## config.mk

```make
export PLATFORM = sky130hd
export DESIGN_NAME = four_to_one_mux_sequencer
export DESIGN_NICKNAME = d
export VERILOG_FILES = /design/src/rtl/four_to_one_mux_sequencer.sv
export SDC_FILE = /design/constraint.sdc
export NUM_CORES = 1
export LEC_CHECK = 0
export ABC_AREA = 1
export BUFFER_PORTS_ARGS = -buffer_cell sky130_fd_sc_hd__clkbuf_2
export CORE_MARGIN = 2
export CORE_UTILIZATION = 49
export DETAILED_ROUTE_END_ITERATION = 8
export PLACE_DENSITY = 0.7
export RECOVER_POWER = 100
export REMOVE_ABC_BUFFERS = 1
export SYNTH_ARGS = -nofsm -noshare
export SYNTH_HDL_FRONTEND = slang
export SYNTH_SLANG_ARGS = --single-unit
```

## constraint.sdc

```tcl
create_clock -name clk -period 1.5 [get_ports clk]
set_input_delay 0.075 -clock clk [delete_from_list [all_inputs] [get_ports clk]]
set_output_delay 0.075 -clock clk [all_outputs]
set_load 0.02 [all_outputs]
```

## src/rtl/four_to_one_mux_sequencer.sv

```systemverilog
// Round-robin control stage for a 4:1 mux.
// Arbitrates four request lines, drives the mux select pair, a one-hot grant
// and a valid flag. Each grant is held for at most HOLD_CYCLES cycles.
// Every output comes straight from a flop, so no request reaches an output
// combinationally.
module four_to_one_mux_sequencer #(
    parameter int unsigned HOLD_CYCLES = 4
) (
    input  logic clk,
    input  logic rst_n,
    input  logic req_0,
    input  logic req_1,
    input  logic req_2,
    input  logic req_3,
    output logic s_0,
    output logic s_1,
    output logic valid,
    output logic gnt_0,
    output logic gnt_1,
    output logic gnt_2,
    output logic gnt_3
);

    // Dwell counter is wide enough to hold HOLD_CYCLES itself.
    localparam int unsigned CNT_W = $clog2(HOLD_CYCLES + 1);
    localparam logic [CNT_W-1:0] CNT_LOAD = CNT_W'(HOLD_CYCLES - 1);
    localparam logic [CNT_W-1:0] CNT_ONE  = CNT_W'(1);

    typedef enum logic {
        ST_IDLE  = 1'b0,
        ST_GRANT = 1'b1
    } state_t;

    // Registered state and outputs.
    state_t           r_state;
    logic [1:0]       r_last;
    logic [CNT_W-1:0] r_cnt;
    logic [1:0]       r_sel;
    logic [3:0]       r_gnt;
    logic             r_valid;

    // Next-state values and arbitration wires.
    state_t           w_state_nxt;
    logic [1:0]       w_last_nxt;
    logic [CNT_W-1:0] w_cnt_nxt;
    logic [1:0]       w_sel_nxt;
    logic [3:0]       w_gnt_nxt;
    logic             w_valid_nxt;

    logic [3:0]       w_req;
    logic             w_any_req;
    logic [1:0]       w_cand;
    logic [1:0]       w_pick;
    logic             w_pick_found;
    logic             w_release;
    logic             w_do_grant;

    assign w_req     = {req_3, req_2, req_1, req_0};
    assign w_any_req = |w_req;

    // The holder gives up the grant when it drops its request or its dwell
    // budget is spent. Only meaningful in ST_GRANT, where r_last is the holder.
    assign w_release = (r_cnt == '0) || !w_req[r_last];

    // Round-robin pick: search last+1, last+2, last+3, then last itself, so
    // the most recent holder is lowest priority but can still win alone.
    always_comb begin
        // NOTE: every signal written here gets a default first, so no path
        // leaves it unassigned and no latch is inferred.
        w_pick_found = 1'b0;
        w_pick       = r_last;
        w_cand       = r_last;
        for (int k = 1; k <= 4; k++) begin
            w_cand = r_last + 2'(k);
            if (!w_pick_found && w_req[w_cand]) begin
                w_pick_found = 1'b1;
                w_pick       = w_cand;
            end
        end
    end

    // Next-state and next-output logic for the IDLE/GRANT controller.
    always_comb begin
        w_state_nxt = r_state;
        w_last_nxt  = r_last;
        w_cnt_nxt   = r_cnt;
        w_sel_nxt   = r_sel;
        w_gnt_nxt   = r_gnt;
        w_valid_nxt = r_valid;
        w_do_grant  = 1'b0;

        unique case (r_state)
            ST_IDLE: begin
                if (w_any_req) begin
                    w_do_grant = 1'b1;
                end
            end
            ST_GRANT: begin
                if (!w_release) begin
                    w_cnt_nxt = r_cnt - CNT_ONE;
                end else if (w_any_req) begin
                    // Hand over in the same edge, no idle bubble.
                    w_do_grant = 1'b1;
                end else begin
                    // Selects keep the last encoding so the mux does not glitch.
                    w_state_nxt = ST_IDLE;
                    w_cnt_nxt   = '0;
                    w_gnt_nxt   = 4'b0000;
                    w_valid_nxt = 1'b0;
                end
            end
            default: begin
                w_state_nxt = ST_IDLE;
                w_cnt_nxt   = '0;
                w_gnt_nxt   = 4'b0000;
                w_valid_nxt = 1'b0;
            end
        endcase

        if (w_do_grant) begin
            w_state_nxt = ST_GRANT;
            w_last_nxt  = w_pick;
            w_cnt_nxt   = CNT_LOAD;
            w_sel_nxt   = w_pick;
            w_gnt_nxt   = 4'b0001 << w_pick;
            w_valid_nxt = 1'b1;
        end
    end

    // State and output registers; reset favours port 0 for the first pick.
    always_ff @(posedge clk or negedge rst_n) begin
        if (!rst_n) begin
            // NOTE: sequential state uses non-blocking assignments so every
            // flop samples the pre-edge values, independent of block order.
            r_state <= ST_IDLE;
            r_last  <= 2'd3;
            r_cnt   <= '0;
            r_sel   <= 2'b00;
            r_gnt   <= 4'b0000;
            r_valid <= 1'b0;
        end else begin
            r_state <= w_state_nxt;
            r_last  <= w_last_nxt;
            r_cnt   <= w_cnt_nxt;
            r_sel   <= w_sel_nxt;
            r_gnt   <= w_gnt_nxt;
            r_valid <= w_valid_nxt;
        end
    end

    // s_0 carries the MSB of the granted index, s_1 the LSB.
    assign s_0   = r_sel[1];
    assign s_1   = r_sel[0];
    assign valid = r_valid;
    assign gnt_0 = r_gnt[0];
    assign gnt_1 = r_gnt[1];
    assign gnt_2 = r_gnt[2];
    assign gnt_3 = r_gnt[3];

endmodule

```

# Word level (Yosys, flattened, before mapping)
# Cells that the tools add are included.
[word_totals] reg_bits=13 input_bits=6 word_cells=65
[classes] add_sub_neg=4 magnitude_cmp=4 eq_ne=2 shift=1 n_mux=33 bitwise_logic=1 reduce_logical=14
[op_table] op="1-bit two-way mux" n=16
[op_table] op="4-bit two-way mux" n=4
[op_table] op="2-bit by 3-bit less-than comparator with 1-bit output, second input constant" n=4
[op_table] op="3-bit two-way mux" n=4
[op_table] op="1-bit binary-select mux with 2-bit select" n=4
[op_table] op="2-bit two-way mux" n=4
[op_table] op="2-bit adder, second input constant" n=2
[op_table] op="1-bit logical NOT" n=4
[op_table] op="2-bit nonzero test" n=2
[op_table] op="4-bit OR reduction" n=1
[op_table] op="1-bit by 2-bit << shifter with 4-bit output, first input constant" n=1
[op_table] op="1-bit logical AND" n=3
[op_table] op="3-bit logical NOT" n=1
[op_table] op="3-bit by 2-bit inequality test with 1-bit output, second input constant" n=1
[op_table] op="3-bit AND reduction" n=1
[op_table] op="3-bit by 1-bit subtractor with 3-bit output, second input constant" n=1
[op_table] op="2-bit by 1-bit adder with 2-bit output, second input constant" n=1
[op_table] op="2-bit by 1-bit inequality test with 1-bit output, second input constant" n=1
[op_table] op="1-bit one-hot mux with 2 select lines" n=1
[op_table] op="2-bit AND reduction" n=1
[op_table] op="1-bit logical OR" n=1
[op_table] op="1-bit inverter" n=1

# Depth between registers and ports, before layout
[logic_depth] word_depth=15 depth_mapped=13 ltp_nobuf=12

# Worst setup path after synthesis
# No wires, ideal clock.
[synth_path] kind="flip-flop to flip-flop" startpoint="reg r_last[0]" endpoint="reg r_gnt[2]" arrival_time_ps=1406 required_ps=1384 slack_ps=-22 path_stages_with_launch=13 n_path_buf=1 synth_period_minus_slack_ps=1522 path_cell_list="dfstp_2 > buf_6 > nand2_1 > nand2_1 > nand2_4 > nand2_4 > clkinv_4 > nand3_4 > clkinv_1 > nand2_1 > nand2_2 > nand2_1 > nand2_1"
[synth_between] elab_chain_cells=15 word_cells_on_any_way=34
[synth_lines] element="start, declared" line_no="36" text="logic [1:0] r_last;"
[synth_lines] element="start signal, assigned" line_no="143" text="r_last <= w_last_nxt;"
[synth_lines] element="2-bit by 1-bit adder with 2-bit output" line_no="74" text="w_cand = r_last + 2'(k);"
[synth_lines] element="1-bit binary-select mux with 2-bit select" line_no="75" text="if (!w_pick_found && w_req[w_cand]) begin"
[synth_lines] element="1-bit two-way mux (not written as such)" line_no="75"
[synth_lines] element="1-bit two-way mux" line_no="75"
[synth_lines] element="1-bit logical NOT" line_no="75"
[synth_lines] element="1-bit logical AND" line_no="75"
[synth_lines] element="1-bit two-way mux" line_no="75"
[synth_lines] element="1-bit logical NOT" line_no="75"
[synth_lines] element="1-bit logical AND" line_no="75"
[synth_lines] element="1-bit two-way mux" line_no="75"
[synth_lines] element="1-bit logical NOT" line_no="75"
[synth_lines] element="1-bit logical AND" line_no="75"
[synth_lines] element="2-bit two-way mux" line_no="75"
[synth_lines] element="1-bit by 2-bit << shifter with 4-bit output" line_no="125" text="w_gnt_nxt = 4'b0001 << w_pick;"
[synth_lines] element="4-bit two-way mux" line_no="120" text="if (w_do_grant) begin"
[synth_lines] element="end signal, assigned" line_no="146" text="r_gnt <= w_gnt_nxt;"
[synth_lines] element="end, declared" line_no="39" text="logic [3:0] r_gnt;"
# Parallel ways exist; a longest one is shown, timed or not. The select of a mux whose other input is x is not followed.
# A chain may end at the register's enable or synchronous reset.

# Worst setup path in the final report
[layout_path] startpoint="reg r_last[0]" endpoint="reg r_sel[1]"
[layout_between] elab_chain_cells=13 word_cells_on_any_way=28
[layout_lines] element="2-bit by 1-bit adder with 2-bit output" line_no="74"
[layout_lines] element="1-bit binary-select mux with 2-bit select" line_no="75"
[layout_lines] element="1-bit two-way mux (not written as such)" line_no="75"
[layout_lines] element="1-bit two-way mux" line_no="75"
[layout_lines] element="1-bit logical NOT" line_no="75"
[layout_lines] element="1-bit logical AND" line_no="75"
[layout_lines] element="1-bit two-way mux" line_no="75"
[layout_lines] element="1-bit logical NOT" line_no="75"
[layout_lines] element="1-bit logical AND" line_no="75"
[layout_lines] element="1-bit two-way mux" line_no="75"
[layout_lines] element="1-bit logical NOT" line_no="75"
[layout_lines] element="1-bit logical AND" line_no="75"
[layout_lines] element="2-bit two-way mux" line_no="75"
[layout_lines] element="end signal, assigned" line_no="145" text="r_sel <= w_sel_nxt;"
[layout_lines] element="end, declared" line_no="38" text="logic [1:0] r_sel;"
# Parallel ways exist; a longest one is shown, timed or not. The select of a mux whose other input is x is not followed.

==> metrics.txt <==
Iter 0 DRT Violations 10; crit start category flop; Min Hold Slack 0.09064 ns; Die Ht 47.06 µm; Synth area leader dfrtp_1; largest net degree at the start of global routing 14; nets 166; status finished with violations; I/O pins 13; fin crit period 1.656 ns; Multi-input gate area 593.1 µm²; layout cells sized above 1 44.59%; IO buf count 12; routed vias/inst 4.775; cells after synthesis 127; Clk Latency, worst-skew pair 0.28 ns; YS warnings 0; register area 327.8 µm²; Final Hold Viols 0; synth-to-layout area growth 35.95%; final instance count without filler cells 182; CTS Root Cell clkbuf_4; MaxCap Viol Count 0; Peak VDD IR 1.586 mV; Placement Setup Slack -0.1230 ns; ys async rst share 100.0%; number of antenna violations at the first check in global routing 0; critical path's slowest cell dfstp_2; Critical Path AT 1.83 ns; Hold WC Path Type in2reg; FP Rows 15; CTS tree built; Clock Skews 0.005700 ns; Relative slew margins 54.66%; DR vias 869; Achievable Freq 603.7 MHz; Syn Std Cell Area 908.4 µm²; initial core utilization 52.61%; maximum root-to-sink buffer count 2; gpl congestion 0.8053; post-DR wirelength/cell 10.87 µm; DRT Wirelength 1978 µm; Slew Limit Fails 0; grt total ovfl 0; antenna diode count 0; die area 0.002214 mm²; final setup margin -0.1564 ns; pwr/cell area 2583 mW/mm²; Worst-path clk slew 0.08 ns; Synth top area share 30.30%; CP max stage delay 0.63 ns; fin crit share 110.4%; CORE AREA 0.001727 mm²; Top FF cell, synth dfrtp_1; failing checks setup timing; fill cell total of the finished layout 149; Pleak 0.6657 nW; Placed Cells 172; synth unique cells 24; mean post-synth cell area 7.153 µm²; most used cell, CP nand2_2; Die Wd 47.06 µm; Worst Path Required 1.67 ns; CTS Buf Count 3; measured slew at the worst slew-check pin 0.6802 ns; vias in the first global route 774; Area contributors post-synth dfrtp_1 (30%), nand2_1 (23%), nand2_2 (6.9%); number of setup violations in the final report 9; Worst setup EP type flop; critical path class reg2reg; post-route DRC violation count 0; synthesized flop and latch total 13; Critical Path Fanout Max 5; EDFF count, synth 0; Pre-Repair DR Iteration Count 4; Cell Chain, Critical Path buf_12 -> nand2_4 -> nand2_2 -> nand2_4 -> nand2_4 -> clkinv_4 -> nand3_4 -> clkinv_4 -> nand2_2 -> nand2_2 -> nand2_2 -> nand2_1; first-pass GRT wire length 3029 µm; top-count cell post-synth nand2_1; Total GRT Usage 20.00%; H-Tree Depth 1; Routed Antenna Nets 0; DP HPWL 1485 µm; RSZ-0062 raised after global routing yes; post-synthesis sequential area ratio 36.09%; total power 3.189 mW; CTS sink count 13; synth cell count leaders nand2_1 (55), dfrtp_1 (11), inv_1 (11); setup TNS -1.027 ns
flip-flops by register name, indices dropped and copies added (netlist names):
name     flops
r_cnt        3
r_state      1
r_last       2
r_sel        2
r_gnt        4
valid        1
metal layers:
| metal | up-vias | routed length, µm | GRT usage, % |
|---|---|---|---|
| li1 | 457 | - | - |
| met1 | 398 | 857 | 23.76 |
| met2 | 9 | 1041 | 33.70 |
| met3 | 5 | 33 | 4.615 |
| met4 | 0 | 46 | 10.00 |
| met5 | - | 0 | 0 |
worst paths after layout:
path | from | end | slack [ns] | depth (start not counted)
max in group asynchronous | rst_n | r_gnt[3] | 0.73 | 2
setup reg to reg | r_last[0] | r_sel[1] | -0.16 | 12
hold reg to reg | r_gnt[1] | r_gnt[1] | 0.48 | 2
setup / recovery | r_last[0] | r_sel[1] | -0.16 | 12
min in group asynchronous | rst_n | r_cnt[2] | 0.34 | 2
hold / removal | req_3 | r_state | 0.09 | 3
worst max-delay path: cells and delay by family, from the launching register on:
family / cells / cell delay (ns)
flops: 1 / 0.63
simple gates: 9 / 0.65
buf+inv: 3 / 0.27
kinds of logic (layout without fill, tap and decap cells):
family | after synthesis | in the layout | synth area share [%]
compound gates | 6 | 6 | 4.132
xor+xnor | 1 | 1 | 0.9644
fa+ha+maj | 2 | 2 | 2.754
buf+inv | 17 | 47 | 8.953
flops | 13 | 13 | 36.09
simple gates | 88 | 88 | 47.11
cell usage in the layout (no fill, tap or decap), drive strengths merged:
master        n
o31ai         1
inv          13
buf          14
o211ai        2
o21ai         3
ha            2
dfstp         2
nor2          7
nand2        68
nand4         1
dlygate4sd3   1
clkbuf       16
dfrtp        11
clkinv        3
nand3        12
xnor2         1
area by class of cell:
type | count | share of cell area, %
Clock buffer | 4 | 2.128
Inverter | 16 | 6.282
Multi-Input combinational cell | 97 | 48.02
Sequential cell | 13 | 26.55
Tap cell | 25 | 2.533
Timing Repair Buffer | 27 | 14.49
through the flow:
| stage | instance area (µm²) | utilization [%] |
|---|---|---|
| 3_3_place_gp | 1056 | 61.16 |
| 4_1_cts | 1136 | 65.80 |
| 2_1_floorplan | 897.1 | - |
| 3_5_place_dp | 1056 | 61.16 |
| 6_report | 1235 | 71.52 |
| 5_1_grt | 1235 | 71.52 |
where the power goes:
| part | switching, mW | internal [mW] |
|---|---|---|
| registers | 0.121 | 0.526 |
| logic | 1.39 | 0.935 |
| clock network | 0.115 | 0.103 |
repair_timing:
action / in CTS / in global routing
hold buffers: 1 / 0
endpoints found under the hold margin: 13 / 0
resized for setup: 13 / 20
setup buffers: 1 / 4
endpoints found under the setup margin: 11 / 12
pin swaps: 2 / 6
Power figures use the tool's default switching activity.
